<file path="config.mk">
export PLATFORM = sky130hd
export DESIGN_NAME = data_mem_responder
export DESIGN_NICKNAME = d
export VERILOG_FILES = /design/src/rtl/mem_pkg.sv /design/src/rtl/byte_lane_merge.sv /design/src/rtl/data_mem_responder.sv
export SDC_FILE = /design/constraint.sdc
export NUM_CORES = 2
export LEC_CHECK = 0
export ABC_AREA = 0
export BUFFER_PORTS_ARGS = -buffer_cell sky130_fd_sc_hd__buf_2
export CORE_ASPECT_RATIO = 0.9
export CORE_UTILIZATION = 35
export CTS_CLUSTER_SIZE = 20
export DETAILED_ROUTE_END_ITERATION = 7
export PLACE_DENSITY_LB_ADDON = 0.08
export SLEW_MARGIN = 25
export SYNTH_ARGS = -nofsm -noshare
export SYNTH_HDL_FRONTEND = slang
export SYNTH_SLANG_ARGS = --single-unit
</file>
<file path="constraint.sdc">
create_clock -name Clk -period 15.2 [get_ports Clk]
set_input_delay 2.28 -clock Clk [delete_from_list [all_inputs] [get_ports Clk]]
set_output_delay 2.28 -clock Clk [all_outputs]
set_load 0.03 [all_outputs]
</file>
<file path="src/rtl/mem_pkg.sv">
// Shared types and constants for the data memory responder: FSM states,
// default geometry and the per-byte even-parity helper.
package mem_pkg;

    typedef enum logic [1:0] {
        INIT = 2'd0,
        IDLE = 2'd1,
        RESP = 2'd2
    } state_e;

    localparam int DEF_ADDR_W = 6;
    localparam int DEF_DEPTH  = 2 ** DEF_ADDR_W;
    localparam int DEF_DATA_W = 32;
    localparam int LANES      = 4;
    localparam int LANE_W     = DEF_DATA_W / LANES;

    // Even parity per byte lane: the stored bit makes the lane's ones-count even.
    function automatic logic [LANES-1:0] lane_parity(input logic [LANES*LANE_W-1:0] word);
        logic [LANES-1:0] p;
        for (int i = 0; i < LANES; i++) begin
            p[i] = ^word[i*LANE_W +: LANE_W];
        end
        return p;
    endfunction

endpackage

</file>
<file path="src/rtl/byte_lane_merge.sv">
// Combinational write merge: replaces the enabled byte lanes of the old word
// with write data. Carries per-lane parity alongside when MEM_PARITY_EN is defined.
module byte_lane_merge
    import mem_pkg::*;
(
    input  logic [LANES*LANE_W-1:0] old_word,
    input  logic [LANES*LANE_W-1:0] wdata,
    input  logic [LANES-1:0]        byte_en,
`ifdef MEM_PARITY_EN
    input  logic [LANES-1:0]        old_par,
    output logic [LANES-1:0]        new_par,
`endif
    output logic [LANES*LANE_W-1:0] new_word
);

`ifdef MEM_PARITY_EN
    logic [LANES-1:0] wdata_par;
    assign wdata_par = lane_parity(wdata);
`endif

    always_comb begin
        new_word = old_word;
`ifdef MEM_PARITY_EN
        new_par  = old_par;
`endif
        for (int i = 0; i < LANES; i++) begin
            if (byte_en[i]) begin
                new_word[i*LANE_W +: LANE_W] = wdata[i*LANE_W +: LANE_W];
`ifdef MEM_PARITY_EN
                new_par[i] = wdata_par[i];
`endif
            end
        end
    end

endmodule

</file>
<file path="src/rtl/data_mem_responder.sv">
// 64x32 data store with valid/ready request and response channels, byte-lane
// writes and a post-reset clear sweep. Optional per-byte parity: MEM_PARITY_EN.
module data_mem_responder
    import mem_pkg::*;
#(
    parameter int ADDR_W = DEF_ADDR_W,
    parameter int DEPTH  = 2 ** ADDR_W,
    parameter int DATA_W = DEF_DATA_W
) (
    input  logic              Clk,
    input  logic              Rst,
    input  logic              Req_Valid,
    output logic              Req_Ready,
    input  logic              Mem_Write,
    input  logic [ADDR_W-1:0] Mem_Addr,
    input  logic [3:0]        Byte_En,
    input  logic [DATA_W-1:0] M_W_Data,
    output logic              Rsp_Valid,
    input  logic              Rsp_Ready,
    output logic [DATA_W-1:0] M_R_Data,
    output logic              Init_Busy,
    output logic              Parity_Err,
    output logic [1:0]        state_dbg
);

    // Handshakes: a request transfers at a rising edge where Req_Valid && Req_Ready;
    // a response transfers where Rsp_Valid && Rsp_Ready. Valid holds its payload
    // stable until the transfer happens.

    state_e            state;
    logic [ADDR_W-1:0] init_cnt;
    logic [DATA_W-1:0] mem [DEPTH];
    logic [DATA_W-1:0] old_word;
    logic [DATA_W-1:0] merged_word;
    logic [DATA_W-1:0] rsp_word;
    logic              accept;

    assign state_dbg = state;
    assign Req_Ready = (state == IDLE) || ((state == RESP) && Rsp_Ready);
    assign accept    = Req_Valid && Req_Ready;
    assign old_word  = mem[Mem_Addr];
    assign rsp_word  = Mem_Write ? merged_word : old_word;

`ifdef MEM_PARITY_EN
    logic [LANES-1:0] par_mem [DEPTH];
    logic [LANES-1:0] old_par;
    logic [LANES-1:0] merged_par;
    logic [LANES-1:0] rsp_par;

    assign old_par = par_mem[Mem_Addr];
    assign rsp_par = Mem_Write ? merged_par : old_par;

    byte_lane_merge u_merge (
        .old_word (old_word),
        .wdata    (M_W_Data),
        .byte_en  (Byte_En),
        .old_par  (old_par),
        .new_par  (merged_par),
        .new_word (merged_word)
    );

    always_ff @(posedge Clk) begin
        if (!Rst) begin
            if (state == INIT) begin
                par_mem[init_cnt] <= '0;
            end else if (accept && Mem_Write) begin
                par_mem[Mem_Addr] <= merged_par;
            end
        end
    end

    // Parity is checked against the data actually returned, so a corrupted
    // stored bit is reported with its response.
    always_ff @(posedge Clk) begin
        if (Rst) begin
            Parity_Err <= 1'b0;
        end else if (accept) begin
            Parity_Err <= |(lane_parity(rsp_word) ^ rsp_par);
        end
    end
`else
    byte_lane_merge u_merge (
        .old_word (old_word),
        .wdata    (M_W_Data),
        .byte_en  (Byte_En),
        .new_word (merged_word)
    );

    assign Parity_Err = 1'b0;
`endif

    // The array has no reset; the INIT sweep zeroes it instead.
    always_ff @(posedge Clk) begin
        if (!Rst) begin
            if (state == INIT) begin
                mem[init_cnt] <= '0;
            end else if (accept && Mem_Write) begin
                mem[Mem_Addr] <= merged_word;
            end
        end
    end

    always_ff @(posedge Clk) begin
        if (Rst) begin
            state     <= INIT;
            init_cnt  <= '0;
            Rsp_Valid <= 1'b0;
            M_R_Data  <= '0;
            Init_Busy <= 1'b1;
        end else begin
            case (state)
                INIT: begin
                    init_cnt <= init_cnt + 1'b1;
                    if (init_cnt == ADDR_W'(DEPTH - 1)) begin
                        state     <= IDLE;
                        Init_Busy <= 1'b0;
                    end
                end
                IDLE, RESP: begin
                    if (accept) begin
                        M_R_Data  <= rsp_word;
                        Rsp_Valid <= 1'b1;
                        state     <= RESP;
                    end else if ((state == RESP) && Rsp_Ready) begin
                        Rsp_Valid <= 1'b0;
                        state     <= IDLE;
                    end
                end
                default: state <= INIT;
            endcase
        end
    end

endmodule

</file>
Word-level counts from Yosys, hierarchy flattened

Memory sizes are Yosys's and may differ from the RTL's.
Index checks and enable logic that the tools add are counted.

Add/sub/neg operators: 1
Eq/ne operators: 5
Multiplexer cells: 21
Reductions and logical operators: 12

Operator list:

| kind                                                  | count |
|---|---|
| two-way mux 32 bit                                    | 2 |
| two-way mux 8 bit                                     | 4 |
| OR reduction 32 bit                                   | 1 |
| two-way mux 1 bit                                     | 10 |
| AND reduction 2 bit                                   | 4 |
| adder 6 x 1 -> 6 bit, second input constant           | 1 |
| == test 6 bit, second input constant                  | 1 |
| two-way mux 2 bit                                     | 3 |
| two-way mux 6 bit                                     | 1 |
| one-hot mux 2 bit (2 select lines)                    | 1 |
| logical AND 1 bit                                     | 3 |
| inequality test 3 bit, second input constant          | 1 |
| == test 2 x 1 -> 1 bit, second input constant         | 1 |
| == test 2 bit, second input constant                  | 1 |
| zero test 2 bit                                       | 1 |
| inequality test 2 x 1 -> 1 bit, second input constant | 1 |
| nonzero test 2 bit                                    | 1 |
| OR reduction 2 bit                                    | 1 |
| logical OR 1 bit                                      | 1 |

Flip-flop bits (word level): 42
RAM bits: 2048
Bits of input ports: 47
Output and inout port bits: 38
Logic and storage cells: 45
Memories kept: 1

Memory list:

| memory | words | width | read ports | clocked after memory_dff | wr ports | line                     | RTL |
|---|---|---|---|---|---|---|---|
| mem    | 64    | 32    | 1          | 0                        | 1        | data_mem_responder.sv:32 | `logic [DATA_W-1:0] mem [DEPTH];` |

Depth between registers and ports, before layout

Word-level depth: 11
Gate-level depth with buffers: 11
Gate-level depth less buffers: 8

By module

Synthesis repeated with hierarchy kept, for this count alone.

Cell total of the unflattened synthesis: 3640
Area, all modules: 80275.7 um^2

Modules (own cells, without submodules):

| module             | instances | cells each | area each (um^2) | seq. area each (um^2) |
|---|---|---|---|---|
| data_mem_responder | 1         | 3604       | 79750.2          | 62339.8 |
| byte_lane_merge    | 1         | 36         | 525.5            | 0.0 |

Least setup slack after synthesis

Ideal clock, no wire load.

Path kind: input -> register
Start: in Mem_Addr[2]
End: mem mem[0][15] in the netlist's numbering (data pin)
Library setup time: 0.720 ns
Arrival: 6.194 ns
Setup slack: 8.286 ns
Cell stages on the path: 9
Path buffers: 3
Path through: buf_2 or2_2 buf_2 buf_6 o22ai_1 nor3_1 a31oi_1 a22oi_1 o31ai_1

Longest elaborated chain between the ends: 3

RTL lines:

| element                      | line                     | RTL |
|---|---|---|
| start: declaration           | data_mem_responder.sv:15 | `input logic [ADDR_W-1:0] Mem_Addr,` |
| memory (64 x 32 bit)         | -                        |  |
| two-way mux 8 bit            | byte_lane_merge.sv:27    | `if (byte_en[i]) begin` |
| two-way mux 32 bit (no line) | -                        |  |
| end: declaration             | data_mem_responder.sv:32 |  |

No other way between the ends.

Worst setup path after layout

Start: in Mem_Addr[0]
End: mem mem[62][22] in the netlist's numbering (data pin)

Same word-level chain as after synthesis.

==> impl_metrics.prom <==
# TYPE chip_impl_metric gauge
chip_impl_metric{name="overall_die_height",unit="um"} 459
chip_impl_metric{name="drt.antenna.violating_nets",unit=""} 0
chip_impl_metric{name="core-area",unit="mm2"} 0.230
chip_impl_metric{name="clock-sinks",unit=""} 2090
chip_impl_info{name="synth_area_leader_cell",value="sky130_fd_sc_hd__edfxtp_1"} 1
chip_impl_info{name="run_status",value="finished clean"} 1
chip_impl_metric{name="power.switching_fraction",unit="%"} 21.5
chip_impl_info{name="end_kind",value="register"} 1
chip_impl_metric{name="mappedNetlistNets",unit=""} 4193
chip_impl_info{name="netlist_top_cells_area",value="sky130_fd_sc_hd__edfxtp_1 (76%), sky130_fd_sc_hd__mux4_2 (8.0%), sky130_fd_sc_hd__mux2i_1 (5.6%)"} 1
chip_impl_metric{name="post_synth_inst_count",unit=""} 4141
chip_impl_metric{name="post_synth_instance_area",unit="mm2"} 0.0812
chip_impl_metric{name="floorplan.initialDensity",unit="%"} 35.2
chip_impl_metric{name="number_of_synthesized_flops_with_an_enable_pin",unit=""} 2048
chip_impl_metric{name="synthesis.area_per_instance",unit="um2"} 19.6
chip_impl_metric{name="port-buffer-count",unit=""} 83
chip_impl_metric{name="finalSetupViolations",unit=""} 0
chip_impl_metric{name="finalPower",unit="mW"} 12.1
chip_impl_metric{name="final_setup_tns",unit="ps"} 0
chip_impl_metric{name="static-leakage-power",unit="nW"} 34.6
chip_impl_metric{name="async_flop_share",unit="%"} 0
chip_impl_metric{name="min_period_over_period",unit="%"} 44.4
chip_impl_metric{name="die_w",unit="um"} 510
chip_impl_metric{name="clock_insertion_delay_worst_skew",unit="ps"} 870
chip_impl_metric{name="critical_path_arrival",unit="ps"} 7380
chip_impl_metric{name="first_global_vias",unit=""} 41863
chip_impl_info{name="cp_cell_sequence",value="buf_8 > buf_12 > buf_4 > buf_4 > mux2i_1 > a22oi_1 > nand3_1 > nand4_1 > o41ai_2 > o21ai_4 > buf_4"} 1
chip_impl_metric{name="cp_data_required_time",unit="ps"} 15840
chip_impl_metric{name="worst_r2r_path_depth",unit=""} 10
chip_impl_info{name="min_to",value="Rsp_Valid"} 1
chip_impl_metric{name="crit_path_max_fanout",unit=""} 87
chip_impl_metric{name="hold_path_depth",unit=""} 2
chip_impl_metric{name="maxClockFrequency",unit="MHz"} 148
chip_impl_metric{name="yosysWarnings",unit=""} 0
chip_impl_metric{name="cts_resized",unit=""} 0
chip_impl_metric{name="grt_start_max_net_pins",unit=""} 97
chip_impl_metric{name="dp.final_hpwl",unit="um"} 143000
chip_impl_info{name="r2r_start",value="state_dbg[0]"} 1
chip_impl_info{name="crit_type",value="input pin to register"} 1
chip_impl_metric{name="max_stage_delay",unit="ps"} 830
chip_impl_metric{name="final_max_slew_viol_count",unit=""} 0
chip_impl_metric{name="clkSlewWorstSetupHoldPaths",unit="ps"} 60
chip_impl_metric{name="reg2reg_slack",unit="ps"} 10100
chip_impl_metric{name="drt_first_iter_violations",unit=""} 4049
chip_impl_metric{name="cts-htree-levels",unit=""} 4
chip_impl_info{name="slowest_stage",value="sky130_fd_sc_hd__buf_4"} 1
chip_impl_info{name="critical_path.reg2reg.endpoint",value="mem[56][6]"} 1
chip_impl_metric{name="synth_top_area_share",unit="%"} 75.8
chip_impl_info{name="crit_path_frequent_cell",value="sky130_fd_sc_hd__buf_4"} 1
chip_impl_metric{name="groute.usage.overall",unit="%"} 22.0
chip_impl_metric{name="power_share_of_the_sequential_group",unit="%"} 51.7
chip_impl_metric{name="gp_congestion",unit=""} 0.788
chip_impl_metric{name="drcViolationCount",unit=""} 0
chip_impl_info{name="hold_class",value="register to register"} 1
chip_impl_metric{name="min_period",unit="ps"} 6740
chip_impl_metric{name="combPwrFrac",unit="%"} 3.3
chip_impl_info{name="synth-main-ff-cell",value="sky130_fd_sc_hd__edfxtp_1"} 1
chip_impl_metric{name="drt_pre_antenna_iters",unit=""} 5
chip_impl_metric{name="hold_buffers",unit=""} 0
chip_impl_metric{name="final-hold-violation-count",unit=""} 0
chip_impl_metric{name="vdd.ir_drop.worst",unit="V"} 0.000120
chip_impl_metric{name="cts-buffers-inserted",unit=""} 219
chip_impl_metric{name="wire_per_inst",unit="um"} 34.0
chip_impl_metric{name="power.density_cell_area",unit="mW/mm2"} 129
chip_impl_metric{name="route.detailed.vias_per_inst",unit=""} 5.57
chip_impl_metric{name="worst_slew_margin_rel",unit="%"} 25.9
chip_impl_metric{name="finalClockSkew",unit="ps"} 64.3
chip_impl_metric{name="antenna_found_initial",unit=""} 6
chip_impl_metric{name="post_synth_num_cell_types",unit=""} 55
chip_impl_metric{name="grt_first_pass_wirelength",unit="um"} 354000
chip_impl_metric{name="finalWirelength",unit="um"} 258000
chip_impl_info{name="grt_setup_unrepaired",value="no"} 1
chip_impl_metric{name="std_cell_rows",unit=""} 167
chip_impl_info{name="cts.root.buffer_cell",value="sky130_fd_sc_hd__clkbuf_16"} 1
chip_impl_metric{name="grt_remaining_overflow",unit=""} 0
chip_impl_metric{name="die_outline_area",unit="mm2"} 0.234
chip_impl_metric{name="internal-power",unit="mW"} 9.49
chip_impl_metric{name="post_route_cells_drive_above_1_share",unit="%"} 22.1
chip_impl_metric{name="power.switching",unit="mW"} 2.60
chip_impl_info{name="most_common_library_cell_in_the_layout_ignoring_fill_and_taps",value="sky130_fd_sc_hd__edfxtp_1"} 1
chip_impl_metric{name="via_count",unit=""} 42350
chip_impl_info{name="timing.hold.worst.start",value="Rsp_Valid"} 1
chip_impl_metric{name="postSynthRegisterBits",unit=""} 2090
chip_impl_metric{name="tightestPinTransition",unit="ps"} 1110
chip_impl_metric{name="buffer_levels_on_the_longest_clock_path",unit=""} 3
chip_impl_info{name="layout_common_cells",value="sky130_fd_sc_hd__edfxtp_1 (2048), sky130_fd_sc_hd__mux2i_1 (452), sky130_fd_sc_hd__mux4_2 (288)"} 1
chip_impl_metric{name="num-nets-final",unit=""} 4413
chip_impl_info{name="setup.worst_path.start_class",value="input pin"} 1
chip_impl_metric{name="maxCapViolations",unit=""} 0
chip_impl_metric{name="clockPowerShare",unit="%"} 45.0
chip_impl_metric{name="synthToLayoutAreaGrowth",unit="%"} 15.4
chip_impl_metric{name="cts.repair_timing.setup_buffer_count",unit=""} 0
chip_impl_info{name="cts_tree",value="yes"} 1
chip_impl_metric{name="synth-seq-area-share",unit="%"} 76.8
chip_impl_metric{name="top_level_ports",unit=""} 85
## metal layers
metal / GRT usage, % / routed length (um) / part of all wire (%) / vias up
met3: 3.88 / 15400 / 6.0 / 311
met5: 0 / 0 / 0 / -
li1: - / - / - / 17626
met2: 33.5 / 116000 / 45 / 1274
met4: 6.44 / 7630 / 3.0 / 0
met1: 32.2 / 119000 / 46 / 23139
## metrics by stage
step	instance area [um2]	hold slack, ps	cells	setup slack, ps	util (%)
floorplan	81200	493	4141	8290	-
global placement	86200	437	7177	7560	37.4
detailed placement	86300	450	7181	7530	37.5
CTS	93600	458	7591	8470	40.6
global route	93600	495	7593	8150	40.7
finish	93600	455	7599	8460	40.7
## critical path, delay by kind of cell
kind | cells | cell delay [ps]
AOI/OAI and AO/OA | 3 | 1020
muxes | 1 | 160
and+or+nand+nor | 2 | 520
buffers and inverters | 5 | 2980
## synthesized netlist by cell type, types with 3 or more instances
| cell | n |
|---|---|
| sky130_fd_sc_hd__dfxtp_1 | 42 |
| sky130_fd_sc_hd__nand2b_1 | 31 |
| sky130_fd_sc_hd__ha_1 | 5 |
| sky130_fd_sc_hd__a22oi_1 | 174 |
| sky130_fd_sc_hd__a211o_1 | 4 |
| sky130_fd_sc_hd__nand4bb_1 | 3 |
| sky130_fd_sc_hd__o41ai_2 | 8 |
| sky130_fd_sc_hd__or2_2 | 7 |
| sky130_fd_sc_hd__nand2_1 | 154 |
| sky130_fd_sc_hd__o21ai_0 | 26 |
| sky130_fd_sc_hd__xor2_1 | 3 |
| sky130_fd_sc_hd__or3_1 | 4 |
| sky130_fd_sc_hd__a21boi_0 | 4 |
| sky130_fd_sc_hd__nor3b_1 | 32 |
| sky130_fd_sc_hd__buf_6 | 42 |
| sky130_fd_sc_hd__a21oi_1 | 19 |
| sky130_fd_sc_hd__nor2_1 | 111 |
| sky130_fd_sc_hd__and2_1 | 6 |
| sky130_fd_sc_hd__o21ai_1 | 14 |
| sky130_fd_sc_hd__nand4b_1 | 5 |
| sky130_fd_sc_hd__and3_1 | 3 |
| sky130_fd_sc_hd__o31ai_1 | 44 |
| sky130_fd_sc_hd__nor2b_1 | 4 |
| sky130_fd_sc_hd__nand3b_1 | 3 |
| sky130_fd_sc_hd__mux2i_1 | 452 |
| sky130_fd_sc_hd__a31oi_1 | 60 |
| sky130_fd_sc_hd__o221ai_1 | 8 |
| sky130_fd_sc_hd__inv_1 | 5 |
| sky130_fd_sc_hd__edfxtp_1 | 2048 |
| sky130_fd_sc_hd__nor3_1 | 35 |
| sky130_fd_sc_hd__buf_2 | 74 |
| sky130_fd_sc_hd__nand3_1 | 61 |
| sky130_fd_sc_hd__buf_1 | 13 |
| sky130_fd_sc_hd__a211oi_1 | 48 |
| sky130_fd_sc_hd__nand4_1 | 14 |
| sky130_fd_sc_hd__nor4_1 | 8 |
| sky130_fd_sc_hd__clkbuf_1 | 95 |
| sky130_fd_sc_hd__mux4_2 | 288 |
| sky130_fd_sc_hd__buf_4 | 29 |
| sky130_fd_sc_hd__o22ai_1 | 136 |
## cells by family (layout without fill, tap and decap cells)
group	Yosys count	after routing	share of synthesized area [%]
fa+ha+maj	5	5	0.0771
xor+xnor	3	3	0.0324
simple gates	490	490	2.94
buf+inv	262	671	1.87
mux	740	740	13.6
flops	2090	2090	76.8
other cells	1	8	0.00462
compound gates	550	550	4.72
## area by class of cell
type | count | area, um2
Antenna cell | 7 | 17.5
Inverter | 6 | 22.5
Tap cell | 3042 | 3810
Multi-Input combinational cell | 1789 | 18300
Timing Repair Buffer | 255 | 1820
Fill cell | 20432 | 137000
Clock inverter | 146 | 1520
Clock buffer | 264 | 5770
Sequential cell | 2090 | 62300
## power groups by stage
| stage | registers (mW) | clock network [mW] | logic, mW |
|---|---|---|---|
| final | 6.25 | 5.44 | 0.401 |
| after global routing | 6.25 | 5.77 | 0.416 |
| after CTS | 6.25 | 5.55 | 0.402 |
| after detailed placement | 6.37 | 0 | 0.402 |
| after global placement | 6.37 | 0 | 0.402 |
| after floorplan | 6.37 | 0 | 0.231 |
## worst max path at each step
stage / endpoint / slack (ps) / startpoint
finish: mem[62][22] / 8460 / Mem_Addr[0]
global route: mem[56][22] / 8150 / Mem_Addr[0]
CTS: mem[48][22] / 8470 / Mem_Addr[0]
detailed placement: mem[48][22] / 7530 / Mem_Addr[0]
global placement: mem[52][22] / 7560 / Mem_Addr[0]
floorplan: mem[0][15] / 8290 / Mem_Addr[2]
## flip-flops by register name, summed over array words and instances, names as in the netlist
register	count
init_cnt	6
M_R_Data	32
Init_Busy	1
state_dbg	2
Rsp_Valid	1
mem	2048
No activity file was read; power rests on OpenSTA's default activity.
